## config.mk

```make
export PLATFORM = sky130hd
export DESIGN_NAME = enemy_spawn_ctrl
export DESIGN_NICKNAME = d
export VERILOG_FILES = /design/src/rtl/enemy_spawn_ctrl.sv
export SDC_FILE = /design/constraint.sdc
export NUM_CORES = 1
export LEC_CHECK = 0
export ABC_AREA = 1
export CELL_PAD_IN_SITES_DETAIL_PLACEMENT = 1
export CELL_PAD_IN_SITES_GLOBAL_PLACEMENT = 2
export CORE_MARGIN = 4
export CORE_UTILIZATION = 25
export DETAILED_ROUTE_END_ITERATION = 8
export HOLD_SLACK_MARGIN = 0.1
export PLACE_DENSITY_LB_ADDON = 0.1
export SETUP_SLACK_MARGIN = 0.4
export SLEW_MARGIN = 20
export SYNTH_ARGS = -nofsm -noshare
export SYNTH_HDL_FRONTEND = slang
export SYNTH_SLANG_ARGS = --single-unit
```

## constraint.sdc

```tcl
create_clock -name clk_run -period 3.55 [get_ports clk_run]
set_clock_uncertainty 0.2 [all_clocks]
set_input_delay 0.8875 -clock clk_run [delete_from_list [all_inputs] [get_ports clk_run]]
set_output_delay 0.8875 -clock clk_run [all_outputs]
set_load 0.005 [all_outputs]
```

## src/rtl/enemy_spawn_ctrl.sv

```systemverilog
// Spawn scheduler for enemy1: LFSR-randomised x, level-dependent interval and speed,
// one offer at a time toward the slot allocator over a valid/ready handshake.
module enemy_spawn_ctrl #(
  parameter int          H_DISP        = 640,
  parameter int          X_SIZE        = 57,
  parameter int          BASE_INTERVAL = 200,
  parameter int          MIN_INTERVAL  = 40,
  parameter int          LEVEL_STEP    = 8,
  parameter logic [15:0] SEED          = 16'hACE1
) (
  input  logic        clk_run,
  input  logic        rst_n,
  input  logic        en_i,
  input  logic        clear_i,
  input  logic        spawn_ready_i,
  output logic        spawn_valid_o,
  output logic [9:0]  spawn_x_o,
  output logic [1:0]  spawn_speed_o,
  output logic [1:0]  level_o,
  output logic [15:0] spawn_total_o
);

  localparam int          X_RANGE  = H_DISP - X_SIZE + 1;
  localparam int          CNT_MAX  = (BASE_INTERVAL > MIN_INTERVAL) ? BASE_INTERVAL : MIN_INTERVAL;
  localparam int          CW       = $clog2(CNT_MAX + 1);
  localparam int          LW       = $clog2(LEVEL_STEP + 1);
  localparam logic [15:0] SEED_EFF = (SEED == 16'h0000) ? 16'hACE1 : SEED;
  localparam logic [9:0]  X_RANGE_W = 10'(X_RANGE);

  typedef enum logic {COUNT, OFFER} state_t;

  state_t          state, state_next;
  logic [15:0]     lfsr;
  logic [CW-1:0]   cnt;
  logic [CW-1:0]   interval;
  logic [CW-1:0]   interval_tab [4];
  logic [LW-1:0]   level_cnt;
  logic [9:0]      cand, x_map;
  logic [1:0]      speed_sel;
  logic            latch, xfer;

  // Interval per level, clamped at the floor, resolved at elaboration.
  for (genvar gi = 0; gi < 4; gi++) begin : g_interval
    localparam int SHIFTED = BASE_INTERVAL >> gi;
    localparam int IVAL    = (SHIFTED < MIN_INTERVAL) ? MIN_INTERVAL : SHIFTED;
    assign interval_tab[gi] = CW'(IVAL);
  end

  assign interval = interval_tab[level_o];

  assign cand  = lfsr[9:0];
  assign x_map = (cand >= X_RANGE_W) ? (cand - X_RANGE_W) : cand;

  always_comb begin
    speed_sel = 2'b01;
    case (level_o)
      2'd0:    speed_sel = 2'b01;
      2'd1:    speed_sel = lfsr[15] ? 2'b11 : 2'b01;
      2'd2:    speed_sel = lfsr[15] ? 2'b10 : 2'b11;
      default: speed_sel = 2'b10;
    endcase
  end

  always_comb begin
    state_next = state;
    latch      = 1'b0;
    xfer       = 1'b0;
    case (state)
      COUNT: begin
        if (en_i && (cnt == (interval - CW'(1)))) begin
          latch      = 1'b1;
          state_next = OFFER;
        end
      end
      OFFER: begin
        if (spawn_ready_i) begin
          xfer       = 1'b1;
          state_next = COUNT;
        end
      end
      default: state_next = COUNT;
    endcase
  end

  always_ff @(posedge clk_run or negedge rst_n) begin
    if (!rst_n) begin
      state <= COUNT;
    end else if (clear_i) begin
      state <= COUNT;
    end else begin
      state <= state_next;
    end
  end

  // Free-running: a restart does not replay the same enemy pattern.
  always_ff @(posedge clk_run or negedge rst_n) begin
    if (!rst_n) begin
      lfsr <= SEED_EFF;
    end else begin
      lfsr <= {lfsr[14:0], lfsr[15] ^ lfsr[13] ^ lfsr[12] ^ lfsr[10]};
    end
  end

  always_ff @(posedge clk_run or negedge rst_n) begin
    if (!rst_n) begin
      cnt           <= '0;
      level_cnt     <= '0;
      spawn_x_o     <= '0;
      spawn_speed_o <= 2'b00;
      level_o       <= 2'd0;
      spawn_total_o <= '0;
    end else if (clear_i) begin
      cnt           <= '0;
      level_cnt     <= '0;
      spawn_x_o     <= '0;
      spawn_speed_o <= 2'b00;
      level_o       <= 2'd0;
      spawn_total_o <= '0;
    end else begin
      if ((state == COUNT) && en_i) begin
        cnt <= latch ? '0 : (cnt + CW'(1));
      end
      if (latch) begin
        spawn_x_o     <= x_map;
        spawn_speed_o <= speed_sel;
      end
      if (xfer) begin
        if (spawn_total_o != 16'hFFFF) begin
          spawn_total_o <= spawn_total_o + 16'd1;
        end
        // Level change takes effect on the interval of the next COUNT period.
        if (level_cnt == LW'(LEVEL_STEP - 1)) begin
          level_cnt <= '0;
          if (level_o != 2'd3) begin
            level_o <= level_o + 2'd1;
          end
        end else begin
          level_cnt <= level_cnt + LW'(1);
        end
      end
    end
  end

  assign spawn_valid_o = (state == OFFER);

endmodule

```

**Word-level counts from Yosys, hierarchy flattened**

Cells that the tools add are included.
W data, S select, Z words.

- Register bits: 59
- Bits of input ports: 5
- Output and inout port bits: 31

- $add $sub $neg: 6
- $lt $le $gt $ge: 2
- Bitwise gates (word level): 5
- Eq/ne operators: 6
- Muxes and demuxes: 31
- Reduce and logical (&&, ||, !) cells: 11

Operators by type and width:

| cell | count |
|---|---|
| $mux W16 | 3 |
| $mux W8 | 5 |
| $mux W10 | 3 |
| $add A16 B1 Y16 const B | 1 |
| $bmux W8 S2 | 1 |
| $ne A16 B16 Y1 const B | 1 |
| $mux W2 | 7 |
| $mux W4 | 3 |
| $reduce_bool A2 Y1 | 6 |
| $ge A10 B10 Y1 const B | 1 |
| $sub A10 B10 Y10 const B | 1 |
| $add A8 B1 Y8 const B | 1 |
| $eq A8 B8 Y1 | 1 |
| $sub A8 B1 Y8 const B | 1 |
| $mux W1 | 7 |
| $pmux W2 S3 | 1 |
| $add A4 B1 Y4 const B | 1 |
| $eq A4 B3 Y1 const B | 1 |
| $ge A3 B3 Y1 const B | 1 |
| $not A2 Y3 | 1 |
| $reduce_and A3 Y1 | 1 |
| $xor A1 B1 Y1 | 3 |
| $add A2 B1 Y2 const B | 1 |
| $eq A2 B1 Y1 const B | 1 |
| other kinds (7) | 8 |

**Longest topological paths before layout**

Gate-level depths: netlist of run 1.

- Word-level depth: 12
- Mapped depth: 12

**Least setup slack after synthesis of run 1**

OpenSTA, ideal clock, no wires.

- Kind: input port to flip-flop
- From: in clear_i
- To: reg cnt[7]
- Stages on the path: 6
- Setup slack: 1532 ps
- Required time: 3229 ps
- Data arrival time: 1697 ps
- Path buffers: 1
- Library setup time: 121 ps
- Cells stage by stage: clkbuf_2 -> a21oi_1 -> inv_1 -> nand3b_1 -> xor2_1 -> nor2_1

- Cells in the longest elaborated chain, start to end: 1

Ends and longest elaborated chain:

| element | RTL line | text |
|---|---|---|
| from (decl) | 14 | `input logic clear_i,` |
| $mux W8 / $reduce_bool A2 Y1 (equally long branches) | n/a |  |
| to (signal assigned) | 121 | `cnt <= latch ? '0 : (cnt + CW'(1));` |
| to (decl) | 34 | `logic [CW-1:0] cnt;` |

Several ways; a longest one is shown, not always the timed one.
A chain may end at the register's enable or synchronous reset.

**Worst setup path after layout of run 1**

- From: in en_i
- To: reg spawn_x_o[3]

- Cells in the longest elaborated chain, start to end: 4

Ends and longest elaborated chain:

| element | RTL line | text |
|---|---|---|
| from (decl) | 13 | `input logic en_i,` |
| $logic_and A1 B1 Y1 | 70 | `if (en_i && (cnt == (interval - CW'(1)))) begin` |
| $mux W1 | 70 |  |
| $mux W1 | 68 | `case (state)` |
| $reduce_bool A2 Y1 (no line) | n/a |  |
| to (signal assigned) | 124 | `spawn_x_o <= x_map;` |
| to (decl) | 17 | `output logic [9:0] spawn_x_o,` |

Every way passes these cells.

==> results.toml, run 1 <==
[power]
vdd_drop_max_uv = 217
leakage_nw = 1.81
pwr_density_cell_nw_per_um2 = 413
total_power_mw = 1.64

[clocking]
cts_buffers = 9
cts_setup_buffers = 0
root_buffer = "clkbuf_16"
hold_buffers = 0
tritoncts = "built"
cts_resized = 0
cts.sinks = 59
cts_max_level = 3
clock_latency_ns = 0.34
clk_pin_slew_ns = 0.05
cts_buffer_depth = 2

[timing]
setup-tns-final_ns = 0
maxSlewHeadroom = 0.634
period_share = 0.752
hold_viol = 0
rsz0062_at_grt = "no"
slew_violations = 0
period_needed_ns = 2.67
setup_violations = 0
hold_ws_ns = 0.153
clock.fmax_ghz = 0.375
worst_pin_slew_ns = 0.543

[logic_synthesis]
synth-xor-area-share = 0.0361
synth_compound_area_frac = 0.0571
synth_top_family_by_area = "simple AND/OR/NAND/NOR gates"
syn_area_per_cell_sq_um = 8.07
yosysWarnings = 0
synth_adder_area_share = 0.0436
syn_nets = 407
synthCells = 391
netlist_area_sq_um = 3150
ys_ff_latch = 59
ys_types = 31
muxShareOfSynthArea = 0
ys_seq_area_frac = 0.471
synthSimpleGateAreaFrac = 0.326

[worst_setup_path]
cpPeakStageDelay_ns = 0.52
end_kind = "flop"
cp_common_cell = "nand2_1"
crit_family = "simple AND/OR/NAND/NOR gates"
crit_required_ns = 3.63
path_class = "in -> reg"
cp_max_fo = 15
cp_slowest_cell = "clkdlybuf4s50_1"
cp_num_buf_inv = 1
critical_path.cell_chain = "clkdlybuf4s50_1 -> nand2_1 -> nor2_1 -> nand2_1 -> nor2_2 -> nand3_2 -> nand2_1 -> nand2_1 -> nand2_1"
startpoint_type = "input port"
cp.arrival_ns = 2.74
ff2ff_setup_slack_ns = 0.98

[floorplanning]
die_h_um = 120
pin_count = 36
num_rows = 40
die_area_sq_um = 14500
core_area_sq_um = 12200
start_util = 0.259
die_width_um = 120

[hold_path]
hp-class = "reg -> reg"

[global_routing]
grt_usage = 0.128
grt_max_degree = 29
grt_pass1_wl_um = 14500
grt_overflow = 0
antenna_found_initial = 0
grt_pass1_vias = 2844

[flow_run]
drv_cap = 0

[placed_design]
port_buffers = 35
gp_congestion = 0.745
dpl-instance-area_sq_um = 3670
place_hpwl_um = 6240

[drt]
wl_per_cell_um = 14.2
route.detailed.drc = 0
vias = 2649
detail-route-antenna-nets = 0
totalWireLength_um = 8610
drtIter0Drc = 84
vias_per_cell = 4.38
first_pass_iters = 4

[layout]
final_common_cell = "nand2_1"
nets = 448
final_area_sq_um = 3970
fillers = 1471
final_cell_mix = "nand2_1 (121), dfrtp_1 (51), nor2_1 (45), nand3_1 (38), inv_1 (35)"
diodes = 0
area.growth.synth_to_final_pct = 26.0
layout-drive-gt1-share = 0.119
post-route-util = 0.327

[outcome]
status = "complete, no violations"
-- worst paths after layout --
path                       startpoint  cells past startpoint               end
max                              en_i                      9      spawn_x_o[3]
min                          lfsr[14]                      0          lfsr[15]
max reg2reg                level_o[0]                     11      spawn_x_o[3]
max in group asynchronous       rst_n                      2          lfsr[10]
min in group asynchronous       rst_n                      1  spawn_total_o[9]
min reg2reg                  lfsr[14]                      0          lfsr[15]
-- cell type report --
| type | instances | area [sq um] | area share |
|---|---|---|---|
| Clock buffer | 12 | 256 | 0.0645 |
| Clock inverter | 4 | 50.0 | 0.0126 |
| Inverter | 36 | 135 | 0.0340 |
| Multi-Input combinational cell | 287 | 1460 | 0.367 |
| Sequential cell | 59 | 1490 | 0.374 |
| Tap cell | 168 | 210 | 0.0529 |
| Timing Repair Buffer | 39 | 375 | 0.0945 |
-- power by group --
part           total (mW)  leakage (nW)  switching (mW)  internal [mW]
Combinational      0.0568         0.871          0.0424         0.0144
Clock               0.898         0.145           0.318          0.580
Sequential          0.685         0.793         0.00659          0.679
Total                1.64          1.81           0.367           1.27
-- metrics by stage --
step / worst slack [ns] / std cells
2_1_floorplan: 1.53 / 391
3_3_place_gp: 0.454 / 589
3_5_place_dp: 0.452 / 589
4_1_cts: 0.809 / 605
5_1_grt: 0.589 / 605
6_report: 0.880 / 605
-- registers in the layout, summed over array words and instances (netlist names) --
| register | flops |
|---|---|
| spawn_speed_o | 2 |
| level_cnt | 4 |
| spawn_valid_o | 1 |
| lfsr | 16 |
| cnt | 8 |
| spawn_total_o | 16 |
| spawn_x_o | 10 |
| level_o | 2 |
-- cell families (layout without fill, tap and decap cells) --
kind of cell | after synthesis | count (layout)
fa+ha+maj | 11 | 11
simple gates | 235 | 235
xor+xnor | 13 | 13
compound gates | 28 | 28
flops | 59 | 59
buf+inv | 45 | 91
-- cell usage after synthesis, drive strengths merged --
library cell / instances / area, sq um
a211o: 1 / 8.76
a21o: 1 / 7.51
a21oi: 9 / 45.0
buf: 8 / 67.6
clkbuf: 1 / 5.00
dfrtp: 51 / 1280
dfstp: 8 / 210
ha: 11 / 138
inv: 36 / 135
nand2: 128 / 503
nand3: 41 / 228
nand3b: 1 / 7.51
nand4: 7 / 43.8
nor2: 50 / 205
nor3: 7 / 35.0
nor4: 1 / 6.26
o21ai: 15 / 105
o21bai: 1 / 7.51
o22ai: 1 / 6.26
xnor2: 3 / 26.3
xor2: 10 / 87.6
-- layer usage --
metal / vias to the layer above / global-route usage / share of wire
li1: 1328 / - / -
met1: 1268 / 0.162 / 0.49
met2: 38 / 0.204 / 0.46
met3: 15 / 0.0435 / 0.034
met4: 0 / 0.0482 / 0.018
met5: - / 0 / 0
No activity file was read; power rests on OpenSTA's default activity.
==> run 2: changes to the inputs <==
==> constraint.sdc (replaced) <==
create_clock -name clk_run -period 2.2 [get_ports clk_run]
set_clock_uncertainty 0.2 [all_clocks]
set_input_delay 0.55 -clock clk_run [delete_from_list [all_inputs] [get_ports clk_run]]
set_output_delay 0.55 -clock clk_run [all_outputs]
set_load 0.005 [all_outputs]
==> run 2 against run 1 <==
Against the previous run:
- hold slack improved by 0.0014 ns
- sequential share of layout area is 6.2 points lower
- critical path depth is 3 higher
- final area increased by 21%
- cell count grew 9.6%
- wire length rose by 10%
- critical path type is now reg -> reg
==> results.toml, run 2 (same netlist as run 1, synthesis figures left out) <==
[timing]
period_share = 0.860
worst_pin_slew_ns = 0.370
setup-tns-final_ns = 0
slew_violations = 0
rsz0062_at_grt = "yes"
period_needed_ns = 1.89
hold_viol = 0
setup_violations = 0
clock.fmax_ghz = 0.528
hold_ws_ns = 0.154
maxSlewHeadroom = 0.751

[global_routing]
grt_pass1_vias = 3051
grt_usage = 0.137
antenna_found_initial = 0
grt_max_degree = 60
grt_overflow = 0
grt_pass1_wl_um = 15700

[drt]
first_pass_iters = 4
vias = 2909
detail-route-antenna-nets = 0
totalWireLength_um = 9490
vias_per_cell = 4.39
drtIter0Drc = 61
wl_per_cell_um = 14.3
route.detailed.drc = 0

[worst_setup_path]
crit_required_ns = 2.27
path_class = "reg -> reg"
startpoint_type = "flop"
cp_slowest_cell = "dfrtp_2"
cpPeakStageDelay_ns = 0.45
ff2ff_setup_slack_ns = 0.31
crit_family = "simple AND/OR/NAND/NOR gates"
end_kind = "flop"
critical_path_cell_count = 12
cp_num_buf_inv = 3
critical_path.cell_chain = "buf_6 -> ha_4 -> inv_2 -> nand2_1 -> nand2_1 -> nand2_1 -> nor2_2 -> nand3_4 -> nor2_4 -> buf_6 -> nand2_1 -> nand2_1"
reg2regPathDepth = 12
cp_common_cell = "nand2_1"
r2r-end = "spawn_x_o[0]"
worstReg2RegStart = "level_o[1]"
cp.arrival_ns = 1.96
cp_max_fo = 6

[layout]
final_cell_mix = "nand2_1 (95), buf_4 (46), nor2_1 (41), dfrtp_1 (38), nand3_1 (34)"
instances_no_fill = 663
diodes = 0
final_area_sq_um = 4820
nets = 506
area.growth.synth_to_final_pct = 52.8
final_common_cell = "nand2_1"
reg.largest.list = "lfsr x16, spawn_total_o x16, spawn_x_o x10"
layout-drive-gt1-share = 0.352

[power]
total_power_mw = 2.80
pwr_density_cell_nw_per_um2 = 581
vdd_drop_max_uv = 285
leakage_nw = 2.37

[placed_design]
dpl-instance-area_sq_um = 3880
dp_cells = 607
gp_congestion = 0.716
port_buffers = 35
place_hpwl_um = 6210

[floorplanning]
die_area_sq_um = 14500
num_rows = 40
die_width_um = 120
core_area_sq_um = 12200
start_util = 0.259
die_h_um = 120
pin_count = 36

[clocking]
root_buffer = "clkbuf_16"
clock_latency_ns = 0.33
cts_max_level = 3
cts_buffer_depth = 2
cts_buffers = 9
clk_pin_slew_ns = 0.05
tritoncts = "built"
cts.sinks = 59

[hold_path]
hold_end = "lfsr[15]"
hp-class = "reg -> reg"
hp-start = "lfsr[14]"
worstHoldPathCells = 0

[outcome]
status = "complete, no violations"

[flow_run]
drv_cap = 0
[run 2: changes by cell type in the layout (fill, tap and decap cells not counted), sizes merged, moves of 2 or more]
| cell | previous run | this run |
|---|---|---|
| buf | 5 | 60 |
| clkdlybuf4s15 | 0 | 2 |
| clkdlybuf4s50 | 34 | 2 |
| dlygate4sd2 | 0 | 28 |
| clkbuf | 12 | 14 |
[run 2: timing repair]
item                                    4_1_cts  5_1_grt
hold buffers                                  1        0
endpoints found under the hold margin        51        0
gates resized for setup                      82       45
buffers inserted                             29        8
endpoints found under the setup margin       69       41
pin swaps                                    10       16
gates cloned                                  1        1
[run 2: worst reg2reg max path: stages (launching register included)]
cell and delay, ns:
dfrtp_2 0.45, buf_6 0.14, ha_4 0.16, inv_2 0.05
nand2_1 0.04, nand2_1 0.06, nand2_1 0.05, nor2_2 0.16
nand3_4 0.13, nor2_4 0.11, buf_6 0.14, nand2_1 0.06
nand2_1 0.06
[run 2: area by class of cell]
class | instances | area, sq um
flip-flops and latches | 59 | 1500
clock buffers | 12 | 256
multi-input cells | 288 | 1760
repair buffers | 96 | 870
inverters | 36 | 153
clock inverters | 4 | 72.6
fillers | 1474 | 7340
well taps | 168 | 210
[run 2: how the worst max path moves through the flow]
stage | start | endpoint | slack, ns
global placement | clear_i | cnt[6] | -0.25
floorplan | level_o[0] | cnt[3] | 0.38
finish | level_o[1] | spawn_x_o[0] | 0.31
global route | level_o[1] | spawn_x_o[0] | 0.18
CTS | spawn_total_o[9] | spawn_total_o[9] | 0.24
detailed placement | clear_i | cnt[6] | -0.23
[run 2: layer usage]
metal	routed length, um	global-route usage	share of wire	up-vias
met5	0	0	0	-
met4	146	0.0510	0.015	0
met3	282	0.0257	0.030	12
met2	4710	0.227	0.50	39
met1	4350	0.178	0.46	1412
li1	-	-	-	1446
[run 2: per-stage QoR]
stage | util | worst slack, ns
after floorplan | - | 0.377
after global placement | 0.319 | -0.246
after detailed placement | 0.319 | -0.229
after CTS | 0.375 | 0.244
after global routing | 0.396 | 0.178
final | 0.396 | 0.308
[run 2: where the power goes]
group	total, mW	internal, mW	switching [mW]
registers	1.11	1.09	0.0121
logic	0.136	0.0506	0.0853
clock network	1.56	1.05	0.505
total	2.80	2.20	0.603
==> run 3: changes to the inputs <==
--- a/config.mk
+++ b/config.mk
@@ -6,13 +6,14 @@
 export NUM_CORES = 1
 export LEC_CHECK = 0
 export ABC_AREA = 1
+export ABC_CLOCK_PERIOD_IN_PS = 2200
 export CELL_PAD_IN_SITES_DETAIL_PLACEMENT = 1
 export CELL_PAD_IN_SITES_GLOBAL_PLACEMENT = 2
 export CORE_MARGIN = 4
 export CORE_UTILIZATION = 25
 export DETAILED_ROUTE_END_ITERATION = 8
 export HOLD_SLACK_MARGIN = 0.1
-export PLACE_DENSITY_LB_ADDON = 0.1
+export PLACE_DENSITY = 0.66
 export SETUP_SLACK_MARGIN = 0.4
 export SLEW_MARGIN = 20
 export SYNTH_ARGS = -nofsm -noshare
==> run 3 against run 2 <==
Against the previous run:
- clock power down 8%
- count of clock-buffer cells in the layout shrank 2
- combinational power increased by 9%
- sequential power is essentially flat
- final area grew 0.31%
- wire length rose by 2.6%
- critical path depth fell by 8
- hold slack better by 0.0061 ns
- flip-flop and latch count stayed put
- setup slack worse by 0.11 ns
==> results.toml, run 3 (same netlist as run 1, synthesis figures left out) <==
[global_routing]
grt_usage = 0.145
grt_overflow = 0
grt_max_degree = 24
grt_pass1_wl_um = 16400
grt_pass1_vias = 3160
antenna_found_initial = 0

[drt]
totalWireLength_um = 9740
vias = 2989
met1_length_um = 4440
met3_length_um = 251
drtIter0Drc = 100
vias_per_cell = 4.45
top_layer = "met4"
route.detailed.drc = 0
detail-route-antenna-nets = 0
dr_wl_met2_um = 4860
first_pass_iters = 4
wl_per_cell_um = 14.5

[layout]
layout-drive-gt1-share = 0.343
final_cell_mix = "nand2_1 (112), buf_4 (53), nor2_1 (39), dfrtp_1 (39), nand3_1 (32)"
diodes = 0
reg.largest.list = "lfsr x16, spawn_total_o x16, spawn_x_o x10"
final_common_cell = "nand2_1"
area.growth.synth_to_final_pct = 53.3
nets = 515
fillers = 1428

[timing]
period_share = 0.911
slew_violations = 0
worst_pin_slew_ns = 0.491
hold_ws_ns = 0.160
period_needed_ns = 2.00
clock.fmax_ghz = 0.499
hold_viol = 0
maxSlewHeadroom = 0.673
setup_violations = 0
rsz0062_at_grt = "yes"

[worst_setup_path]
path_class = "reg -> out"
worstReg2RegStart = "level_o[1]"
startpoint_type = "flop"
crit_required_ns = 1.45
end_kind = "primary output"
crit_start = "level_o[1]"
cp.arrival_ns = 1.25
cp_max_fo = 5

[floorplanning]
die_area_sq_um = 14500
start_util = 0.259
num_rows = 40
die_width_um = 120
die_h_um = 120
pin_count = 36
core_area_sq_um = 12200

[outcome]
status = "complete, no violations"

[clocking]
clock_latency_ns = 0.33
clk_pin_slew_ns = 0.06
cts_buffers = 9
root_buffer = "clkbuf_16"
cts_max_level = 3
tritoncts = "built"
cts_buffer_depth = 2
cts.sinks = 59

[hold_path]
hp-class = "reg -> reg"
hp-start = "lfsr[14]"

[placed_design]
gp_congestion = 0.729
port_buffers = 35
place_hpwl_um = 6440

[power]
pwr_density_cell_nw_per_um2 = 557
vdd_drop_max_uv = 270
leakage_nw = 2.34
total_power_mw = 2.69

[flow_run]
drv_cap = 0
## run 3: cell types whose count changed in the layout (fill, tap and decap cells not counted), sizes merged
cell           before  now
nand2             129  128
clkdlybuf4s15       2    3
inv                35   36
dlygate4sd2        28   25
clkinv              2    1
buf                60   71
clkbuf             14   13
bufinv              2    1
clkinvlp            1    4
## run 3: routing by layer
| layer | track usage | up-vias |
|---|---|---|
| met3 | 0.0281 | 13 |
| li1 | - | 1470 |
| met2 | 0.245 | 32 |
| met4 | 0.0595 | 0 |
| met1 | 0.182 | 1474 |
| met5 | 0 | - |
## run 3: repair_timing
| action | 4_1_cts | 5_1_grt |
|---|---|---|
| pin swaps | 19 | 9 |
| hold buffers | 1 | 0 |
| setup buffers | 35 | 9 |
| hold endpoints to repair | 12 | 0 |
| resized for setup | 93 | 17 |
| endpoints found under the setup margin | 67 | 47 |
| cloned | 3 | 0 |
## run 3: through the flow
stage	util	setup slack [ns]	instance area (sq um)	setup TNS, ns	instances
3_5_place_dp	0.321	-0.136	3900	-1.75	608
3_3_place_gp	0.321	-0.127	3900	-1.42	608
4_1_cts	0.390	0.195	4740	0	663
5_1_grt	0.398	0.0705	4830	0	672
6_report	0.398	0.195	4830	0	672
2_1_floorplan	-	0.377	3190	0	391
## run 3: final cells by class
cell class	instances	area, sq um	area share
Multi-Input combinational cell	287	1670	0.346
Clock inverter	6	65.1	0.0135
Inverter	36	140	0.0290
Clock buffer	10	239	0.0494
Tap cell	168	210	0.0435
Timing Repair Buffer	106	1010	0.208
Sequential cell	59	1500	0.311
## run 3: path summary, 6_finish.rpt
kind | to | slack [ns] | cells past startpoint
worst max-delay path | level_o[1] | 0.20 | 4
min in group asynchronous | spawn_total_o[10] | 0.51 | 2
max in group asynchronous | lfsr[5] | 0.71 | 3
worst min-delay path | lfsr[15] | 0.16 | 0
worst min register to register | lfsr[15] | 0.16 | 0
worst max register to register | spawn_x_o[4] | 0.21 | 13
## run 3: where the power goes
| part | internal (mW) | total [mW] | switching [mW] |
|---|---|---|---|
| clock | 0.904 | 1.44 | 0.534 |
| combinational | 0.0609 | 0.148 | 0.0875 |
| sequential | 1.09 | 1.11 | 0.0108 |
| total | 2.06 | 2.69 | 0.632 |
## run 3: worst max-delay path: stages, from the launching register on
cell and delay, ns:
dfrtp_2 0.47, buf_4 0.16, buf_6 0.10, buf_6 0.10, clkbuf_2 0.10
